$ cat src/rtl/hamming_serial_rx.sv
// Hamming(7,4) serial receiver.
// Collects a 7-bit codeword LSB first, framed by a start-of-frame strobe.
// It then corrects any single-bit error and presents the result on a
// valid/ready port.
// Double errors are not detected: they miscorrect, as Hamming(7,4) does.
module hamming_serial_rx #(
  parameter int CNT_W = 8
) (
  input  logic             clk,
  input  logic             reset,
  input  logic             sin,
  input  logic             sin_valid,
  input  logic             sin_sof,
  output logic             sin_ready,
  output logic [3:0]       data,
  output logic [6:0]       fixed_codeword,
  output logic [2:0]       syndrome,
  output logic             err_corrected,
  output logic             out_valid,
  input  logic             out_ready,
  output logic             frame_abort,
  output logic [CNT_W-1:0] corr_count
);

  typedef enum logic {IDLE, COLLECT} state_t;

  state_t             state_q;
  logic [2:0]         bit_cnt_q;
  logic [5:0]         shreg_q;
  logic [3:0]         data_q;
  logic [6:0]         fixed_q;
  logic [2:0]         syn_q;
  logic               err_q;
  logic               out_valid_q;
  logic               abort_q;
  logic [CNT_W-1:0]   cnt_q;

  logic               accept;
  logic               last_bit;
  logic               complete;
  logic [6:0]         cw_d;
  logic [2:0]         syn_d;
  logic [6:0]         flip_d;
  logic [6:0]         fixed_d;

  // The final bit is held off only when it would overwrite a word the
  // consumer has not taken yet. A sof on the last slot restarts the frame.
  assign last_bit  = (state_q == COLLECT) && (bit_cnt_q == 3'd6);
  assign sin_ready = !(last_bit && out_valid_q && !out_ready);
  assign accept    = sin_valid && sin_ready;
  assign complete  = accept && last_bit && !sin_sof;

  // The incoming bit is cw[6]; the six stored bits supply cw[5:0].
  assign cw_d = {sin, shreg_q};

  // Syndrome from the parity-check masks; a nonzero value S names bit S-1.
  always_comb begin
    syn_d  = {^(cw_d & 7'b1111000), ^(cw_d & 7'b1100110), ^(cw_d & 7'b1010101)};
    flip_d = '0;
    if (syn_d != 3'd0) begin
      flip_d[syn_d - 3'd1] = 1'b1;
    end
    fixed_d = cw_d ^ flip_d;
  end

  // Frame collection FSM with registered output word, handshake and counter.
  always_ff @(posedge clk or negedge reset) begin
    if (!reset) begin
      state_q     <= IDLE;
      bit_cnt_q   <= '0;
      shreg_q     <= '0;
      data_q      <= '0;
      fixed_q     <= '0;
      syn_q       <= '0;
      err_q       <= 1'b0;
      out_valid_q <= 1'b0;
      abort_q     <= 1'b0;
      cnt_q       <= '0;
    end else begin
      abort_q <= 1'b0;
      if (accept) begin
        case (state_q)
          IDLE: begin
            if (sin_sof) begin
              shreg_q[0] <= sin;
              bit_cnt_q  <= 3'd1;
              state_q    <= COLLECT;
            end
          end
          COLLECT: begin
            if (sin_sof) begin
              abort_q    <= 1'b1;
              shreg_q[0] <= sin;
              bit_cnt_q  <= 3'd1;
            end else if (bit_cnt_q == 3'd6) begin
              bit_cnt_q <= '0;
              state_q   <= IDLE;
            end else begin
              shreg_q[bit_cnt_q] <= sin;
              bit_cnt_q          <= bit_cnt_q + 3'd1;
            end
          end
          default: state_q <= IDLE;
        endcase
      end

      if (complete) begin
        data_q      <= {fixed_d[6], fixed_d[5], fixed_d[4], fixed_d[2]};
        fixed_q     <= fixed_d;
        syn_q       <= syn_d;
        err_q       <= (syn_d != 3'd0);
        out_valid_q <= 1'b1;
        if ((syn_d != 3'd0) && (cnt_q != {CNT_W{1'b1}})) begin
          cnt_q <= cnt_q + 1'b1;
        end
      end else if (out_valid_q && out_ready) begin
        out_valid_q <= 1'b0;
      end
    end
  end

  assign data           = data_q;
  assign fixed_codeword = fixed_q;
  assign syndrome       = syn_q;
  assign err_corrected  = err_q;
  assign out_valid      = out_valid_q;
  assign frame_abort    = abort_q;
  assign corr_count     = cnt_q;

endmodule

$ cat config.mk
export PLATFORM = sky130hd
export DESIGN_NAME = hamming_serial_rx
export DESIGN_NICKNAME = d
export VERILOG_FILES = /design/src/rtl/hamming_serial_rx.sv
export SDC_FILE = /design/constraint.sdc
export NUM_CORES = 1
export LEC_CHECK = 0
export CAP_MARGIN = 20
export CORE_UTILIZATION = 53
export DETAILED_ROUTE_END_ITERATION = 6
export PLACE_DENSITY = 0.87
export SYNTH_ARGS = -nofsm -noshare
export SYNTH_HDL_FRONTEND = slang
export SYNTH_SLANG_ARGS = --single-unit
$ cat constraint.sdc
create_clock -name clk -period 3.5 [get_ports clk]
set_input_delay 1.05 -clock clk [delete_from_list [all_inputs] [get_ports clk]]
set_output_delay 1.05 -clock clk [all_outputs]
set_load 0.005 [all_outputs]
==> results of run 1 <==
-- area by class of cell --
type / instances / area share, %
Tap cell: 46 / 2.44
Clock inverter: 2 / 1.49
Sequential cell: 31 / 32.9
Multi-Input combinational cell: 130 / 42.2
Inverter: 2 / 0.425
Clock buffer: 6 / 2.18
Timing Repair Buffer: 47 / 18.3
-- path summary, 6_finish.rpt --
check / startpoint / end / slack (ps)
min in group asynchronous: reset / out_valid / 1090
min reg2reg: err_corrected / err_corrected / 490
min: err_corrected / err_corrected / 490
max: out_ready / sin_ready / 190
max reg2reg: shreg_q[4] / data[1] / 920
max in group asynchronous: reset / fixed_codeword[0] / 2100
-- through the flow --
| step | hold WS (ps) | instances | TNS [ps] | area, um^2 | setup slack (ps) |
|---|---|---|---|---|---|
| 6_report | 492 | 264 | 0 | 2350 | 194 |
| 4_1_cts | 494 | 264 | 0 | 2350 | 203 |
| 3_3_place_gp | 464 | 256 | -147 | 2270 | -43.5 |
| 2_1_floorplan | 470 | 184 | 0 | 1900 | 225 |
| 5_1_grt | 499 | 264 | 0 | 2350 | 72.4 |
| 3_5_place_dp | 470 | 256 | -603 | 2270 | -129 |
-- report_power, final --
group	total, W	internal (W)	switching (W)
clock network	0.000303	0.000169	0.000135
logic	0.00142	0.000776	0.000645
registers	0.000616	0.000465	0.000151
-- cells in the mapped netlist, types with 4 or more instances --
master	n	area, um^2
a31o_2	6	52.6
o31ai_1	7	52.6
nand4_1	10	62.6
nand2b_1	4	25.0
mux2_2	6	67.6
buf_2	6	30.0
nand2_1	14	52.6
buf_4	6	45.0
nor2_1	5	18.8
o221ai_1	6	52.6
clkbuf_1	7	26.3
nand3_1	4	20.0
nor4b_1	4	35.0
xnor2_1	11	96.3
o21ai_0	4	20.0
dfrtp_1	31	776
-- cells by family (layout without fill, tap and decap cells) --
logic type / after synthesis / in the layout
and+or+nand+nor: 69 / 69
AOI/OAI and AO/OA: 37 / 37
DFF: 31 / 31
buffers and inverters: 23 / 57
xor gates and xnor gates: 13 / 13
muxes: 8 / 8
adders and majority gates: 3 / 3
-- cell usage in the layout, fill, tap and decap left out, types with 2 or more instances in the layout --
| cell type | instances |
|---|---|
| a21o_1 | 2 |
| a21oi_1 | 2 |
| a31o_2 | 6 |
| a31oi_1 | 3 |
| and2_1 | 3 |
| and3_1 | 2 |
| buf_4 | 16 |
| clkbuf_4 | 5 |
| clkdlybuf4s50_1 | 31 |
| dfrtp_1 | 31 |
| ha_1 | 3 |
| mux2_1 | 2 |
| mux2_2 | 6 |
| nand2_1 | 14 |
| nand2b_1 | 4 |
| nand3_1 | 4 |
| nand3b_1 | 3 |
| nand4_1 | 10 |
| nor2_1 | 5 |
| nor3_1 | 2 |
| nor4_1 | 2 |
| nor4b_1 | 4 |
| nor4bb_1 | 2 |
| o21ai_0 | 4 |
| o221ai_1 | 6 |
| o31ai_1 | 7 |
| or3b_2 | 2 |
| xnor2_1 | 11 |
-- registers in the layout, summed over array words and instances, names as in the netlist --
register,count
err_corrected,1
data,4
corr_count,8
out_valid,1
bit_cnt_q,3
frame_abort,1
fixed_codeword,3
state_q,1
syndrome,3
shreg_q,6
-- routing by layer --
layer | global-route usage, % | routed length (um)
met1 | 30.7 | 1780
met2 | 43.0 | 2190
met3 | 6.63 | 282
met4 | 15.2 | 133
met5 | 0 | 0
==> flow_summary.toml, run 1 <==
[cells_and_area]
fillCellCount = 250
multi_input_area_um2 = 995
syn2layout_area_growth_pct = 23.7
seq_area_um2 = 776
drive_gt1_share_pct = 21.1
final_util_pct = 69.5
nets = 226
num_antenna_cells = 0

[yosys]
syn_area_per_cell_um2 = 10.3
ys_seq_area_share_pct = 40.7
synth.ff_latch_count = 31
synth_compound_area_share_pct = 14.4
synth_nets = 193
ys_async_sr_fraction_pct = 100
synth_mux_area_share_pct = 4.73
yosysUniqueCellTypes = 52
synth_xor_area_share_pct = 6.37
synth.cell_area_um2 = 1900
synthSimpleGateAreaFrac_pct = 24.8
synthAdderAreaFrac_pct = 1.97
synth_warnings = 0
synth_edf_count = 0
synth_flop_cell = "dfrtp_1"
synth_top_family_by_area = "simple AND/OR/NAND/NOR gates"
postSynthCellCount = 184

[place]
globalplace.congestion = 0.904
io_buffers = 31
dp_hpwl_mm = 3.08

[floorplanning]
core_um2 = 3390
die_area_um2 = 3840
start_util_pct = 56.2
die_w_um = 61.9
die_y_um = 61.9
io_pins = 32
rows = 21

[worst_hold_path]
hp-class = "flip-flop to flip-flop"
whs_path_depth = 1

[power]
ir_drop_mv = 0.660
power_density_nw_per_um2 = 994
p_total_w = 0.00234
p_leak_nw = 0.958

[clock_tree]
cts_tree = "yes"
clk_path_buf_depth = 2
clk_pin_slew_worst_paths_ps = 100
cts_resized = 0
cts_root_buf = "clkbuf_4"
post_cts_buffers = 0
clkSinkCount = 31
cts-hold-fix-buffers = 0
htreeDepth = 2
cts_buffers = 5
clk_latency_ps = 350

[worst_setup_path]
crit_path_end_kind = "primary output"
critPathKind = "primary input to primary output"
start_kind = "primary input"
cp.required_ps = 2450
path_cells = "clkdlybuf4s50_1 -> nor2b_1 -> nand3_1 -> clkdlybuf4s50_1"
worstPathArrival_ps = 2260
path_max_fanout = 2
worst-path-stages = 4
critPathMaxStageDelay_ps = 470
rr_worst_depth = 9
crit_buf_inv = 2
cpMaxStageDelayCell = "clkdlybuf4s50_1"
crit_top_cell = "clkdlybuf4s50_1"
critPathTopFamily = "buffers and inverters"

[grt]
grt_pass1_vias = 1534
grtUsageTotal_pct = 26.1
antenna_found_initial = 0
grt_max_degree = 32
grt_pass1_wl_mm = 7.14
grt_overflow = 0

[run]
cap_violations = 0

[drt]
avgViaCountPerCell = 6.23
dr.pass1.iters = 4
antenna_left = 0
wl_mm = 4.38
detail_route.wl_per_cell_um = 16.6
drc = 0
drt-initial-drc-count = 108
via_count = 1644

[sta]
worst_pin_slew_ps = 442
slew_viol_final = 0
rsz0062_at_grt = "no"
setup_viol = 0
period_share_pct = 94.5
relSlewSlack_pct = 70.3
period_minus_slack_ps = 3310
hold_viol_final = 0
max_freq_mhz = 302
skew_ps = 18.6

[run_status]
status = "finished, final reports clean"
(Power assumes the default switching activity.)
==> run 2, diff against run 1 <==
CORE_UTILIZATION = 60   (was 53)
DONT_BUFFER_PORTS = 1   (was default)
PLACE_DENSITY = 0.83   (was 0.87)
clock period = 4.1 ns   (was 3.5 ns; I/O delays follow)
==> run 2 against run 1 <==
Against the previous run:
- global-route usage decreased by 0.71 points
- combinational power is 39% lower
- critical endpoint is now fixed_codeword[3]
- critical path depth is 5 higher
- flip-flop and latch count did not move
- clock skew up 1.1 ps
- clock power decreased by 17%
- core utilization down 5.8 points
- highest routed layer unchanged
- sequential power fell by 13%
==> flow_summary.toml, run 2 (synthesized netlist as in run 1, its figures left out) <==
[drt]
dr.pass1.iters = 6
avgViaCountPerCell = 6.55
drc = 0
via_count = 1414
antenna_left = 0
detail_route.wl_per_cell_um = 17.7
wl_mm = 3.82
drt-initial-drc-count = 61

[power]
p_switching_w = 0.000706
p_leak_nw = 0.775
clkPwrFrac_pct = 15.2
sequentialPowerShare_pct = 32.5
combPwrFrac_pct = 52.3
power_density_nw_per_um2 = 854
intPower_w = 0.000942
switching_share_pct = 42.8
ir_drop_mv = 0.483
p_total_w = 0.00165

[grt]
grt_overflow = 0
antenna_found_initial = 0
grt_max_degree = 32
grt_pass1_vias = 1373
grt_pass1_wl_mm = 6.39
grtUsageTotal_pct = 25.4

[sta]
worst_pin_slew_ps = 461
rsz0062_at_grt = "no"
hold_viol_final = 0
max_freq_mhz = 305
period_minus_slack_ps = 3270
setup_viol = 0
slew_viol_final = 0
relSlewSlack_pct = 69.1
skew_ps = 19.7
period_share_pct = 79.9
finalSetupTns_ps = 0

[floorplanning]
rows = 20
die_w_um = 58.3
die_y_um = 58.3
start_util_pct = 62.9
core_um2 = 3030
die_area_um2 = 3400
io_pins = 32

[clock_tree]
cts_root_buf = "clkbuf_4"
cts-hold-fix-buffers = 0
cts_resized = 0
clkSinkCount = 31
cts_buffers = 5
clk_pin_slew_worst_paths_ps = 100
cts_tree = "yes"
clk_latency_ps = 340
clk_path_buf_depth = 2
post_cts_buffers = 0
htreeDepth = 2

[worst_setup_path]
crit_path_end_kind = "flip-flop"
path_cells = "xor2_1 -> xnor2_2 -> inv_4 -> ha_1 -> ha_1 -> or3b_2 -> nand2_1 -> o221ai_1 -> a31o_2"
worstPathArrival_ps = 3490
crit_top_cell = "ha_1"
path_max_fanout = 11
critPathKind = "primary input to flip-flop"
cpMaxStageDelayCell = "or3b_2"
start_kind = "primary input"
critPathMaxStageDelay_ps = 490
cp.required_ps = 4320

[cells_and_area]
largest_reg_flops = 8
fillCellCount = 258
drive_gt1_share_pct = 18.0
final_cell_mix = "dfrtp_1 (31), nand2_1 (14), xnor2_1 (11)"
fin_cells = 216
nets = 180
layout_commonest_cell = "dfrtp_1"
num_antenna_cells = 0
syn2layout_area_growth_pct = 1.31

[run_status]
status = "finished, final reports clean"

[place]
globalplace.congestion = 0.884
placed_cells = 208
dp_hpwl_mm = 2.71
io_buffers = 0

[worst_hold_path]
hp-class = "flip-flop to flip-flop"

[run]
cap_violations = 0
## run 2: cell type report
cell class / count / area, um^2 / share of cell area [%]
clock inverter: 2 / 35.0 / 1.82
timing repair buffer: 1 / 7.51 / 0.389
multi-input combinational: 130 / 995 / 51.6
sequential: 31 / 776 / 40.2
inverter: 2 / 10.0 / 0.519
clock buffer: 6 / 51.3 / 2.66
tap: 44 / 55.1 / 2.85
## run 2: power groups by stage
| stage | Clock, W | Sequential (W) | Combinational [W] |
|---|---|---|---|
| 3_5_place_dp | 0 | 0.000543 | 0.000845 |
| 4_1_cts | 0.000257 | 0.000536 | 0.000854 |
| 3_3_place_gp | 0 | 0.000537 | 0.000814 |
| 5_1_grt | 0.000274 | 0.000557 | 0.000950 |
| 2_1_floorplan | 0 | 0.000473 | 0.000801 |
| 6_report | 0.000250 | 0.000536 | 0.000862 |
## run 2: through the flow
stage / hold slack (ps) / cell area (um^2) / utilization [%] / setup WS [ps]
2_1_floorplan: 470 / 1900 / - / 645
3_3_place_gp: 488 / 1840 / 60.9 / 569
3_5_place_dp: 497 / 1840 / 60.9 / 495
4_1_cts: 519 / 1930 / 63.7 / 860
5_1_grt: 536 / 1930 / 63.7 / 699
6_report: 510 / 1930 / 63.7 / 826
## run 2: worst max-delay path, delay by kind of cell
| kind | cells | cell delay [ps] |
|---|---|---|
| fa+ha+maj | 2 | 640 |
| xor+xnor | 2 | 590 |
| simple gates | 2 | 570 |
| compound gates | 2 | 340 |
| buf+inv | 1 | 110 |
## run 2: worst paths after layout
kind | from | end | slack [ps] | cells past startpoint
max in group asynchronous | reset | fixed_codeword[3] | 3430 | 0
min in group asynchronous | reset | corr_count[2] | 570 | 0
setup / recovery | sin | fixed_codeword[3] | 830 | 9
hold reg to reg | syndrome[2] | syndrome[2] | 510 | 2
hold / removal | syndrome[2] | syndrome[2] | 510 | 2
setup reg to reg | shreg_q[4] | fixed_codeword[3] | 1220 | 9
## run 2: layer usage
metal | GRT usage (%) | wire [um] | up-vias
li1 | - | - | 666
met1 | 32.8 | 1710 | 689
met2 | 39.2 | 1820 | 49
met3 | 8.35 | 211 | 10
met4 | 10.9 | 86 | 0
met5 | 0 | 0 | -
==> run 3, diff against run 2 <==
clock period = 3.31 ns   (was 4.1 ns; I/O delays follow)
==> run 3 against run 2 <==
Against the previous run:
- non-clock buffer count is 1 higher
- clock skew down 6.8 ps
- clock-buffer cell count unchanged
- sequential power up 24%
- global-route usage hardly changed
- cell count stayed put
- critical path type unchanged
==> flow_summary.toml, run 3 (synthesized netlist as in run 1, its figures left out) <==
[run_status]
status = "finished, final reports clean"

[worst_setup_path]
worstPathArrival_ps = 3090
rr_worst_depth = 8
path_max_fanout = 12
critPathKind = "primary input to flip-flop"
crit_path_end_kind = "flip-flop"
cp.required_ps = 3530
start_kind = "primary input"

[place]
globalplace.congestion = 0.912
dp_hpwl_mm = 2.69
placed_area_um2 = 1850
io_buffers = 0

[drt]
drt-initial-drc-count = 55
antenna_left = 0
via_count = 1376
dr.pass1.iters = 4
drc = 0
detail_route.wl_per_cell_um = 17.8
avgViaCountPerCell = 6.37
wl_mm = 3.85

[floorplanning]
rows = 20
die_y_um = 58.3
die_area_um2 = 3400
die_w_um = 58.3
core_um2 = 3030
start_util_pct = 62.9
io_pins = 32

[sta]
period_minus_slack_ps = 2860
hold_slack_ps = 338
worst_pin_slew_ps = 469
hold_viol_final = 0
period_share_pct = 86.5
relSlewSlack_pct = 68.5
finalSetupTns_ps = 0
slew_viol_final = 0
max_freq_mhz = 349
setup_viol = 0
rsz0062_at_grt = "no"
skew_ps = 12.9

[clock_tree]
htreeDepth = 2
cts_buffers = 5
cts_resized = 0
post_cts_buffers = 0
clkSinkCount = 31
clk_pin_slew_worst_paths_ps = 100
clk_path_buf_depth = 2
clk_latency_ps = 330
cts-hold-fix-buffers = 0
cts_root_buf = "clkbuf_4"
cts_tree = "yes"

[grt]
grtUsageTotal_pct = 25.4
antenna_found_initial = 0
grt_pass1_wl_mm = 6.44
grt_max_degree = 32
grt_overflow = 0
grt_pass1_vias = 1351

[cells_and_area]
largest_reg_flops = 8
layout_commonest_cell = "dfrtp_1"
nets = 181
drive_gt1_share_pct = 18.0
syn2layout_area_growth_pct = 0.131
num_antenna_cells = 0
fillCellCount = 249
design_area_um2 = 1910
final_cell_mix = "dfrtp_1 (31), nand2_1 (14), xnor2_1 (11)"

[power]
ir_drop_mv = 0.653
power_density_nw_per_um2 = 1040
p_leak_nw = 0.765

[worst_hold_path]
hp-class = "primary input to async pin"

[run]
cap_violations = 0
==> run 3: per-layer routing <==
metal	global-route usage, %	share of wire (%)
met3	7.25	4.9
met1	33.5	45
met4	10.2	1.2
met5	0	0
met2	39.7	49
==> run 3: worst paths after layout <==
check,from,endpoint,slack (ps)
hold reg to reg,err_corrected,err_corrected,510
max in group asynchronous,reset,data[0],2880
hold / removal,reset,frame_abort,340
setup reg to reg,shreg_q[4],corr_count[1],590
min in group clk,err_corrected,err_corrected,510
setup / recovery,sin,corr_count[1],450
==> run 3: area by class of cell <==
cell class / instances / area (um^2) / share of cell area (%)
Multi-Input combinational cell: 130 / 995 / 52.2
Sequential cell: 31 / 776 / 40.7
Tap cell: 44 / 55.1 / 2.89
Clock buffer: 6 / 51.3 / 2.69
Timing Repair Buffer: 2 / 15.0 / 0.787
Inverter: 2 / 10.0 / 0.525
Clock inverter: 1 / 5.00 / 0.262
==> run 3: critical path: stages <==
cell and delay, ps:
xor2_1 160, xnor2_2 260, inv_4 90, ha_1 190, ha_1 320, nor4_4 540, nand2_1 170, mux2_1 350
==> run 3: power breakdown <==
group | internal [W] | switching, W | total, W
logic | 0.000512 | 0.000578 | 0.00109
clock network | 0.0000982 | 0.000125 | 0.000224
registers | 0.000493 | 0.000171 | 0.000664
total | 0.00110 | 0.000875 | 0.00198
==> run 3: stage by stage <==
stage	utilization (%)	std cells	power, W	setup slack [ps]
global placement	61.1	209	0.00171	181
global route	63.0	216	0.00211	333
CTS	63.0	216	0.00197	463
finish	63.0	216	0.00198	448
floorplan	-	184	0.00158	91.7
detailed placement	61.1	209	0.00174	107
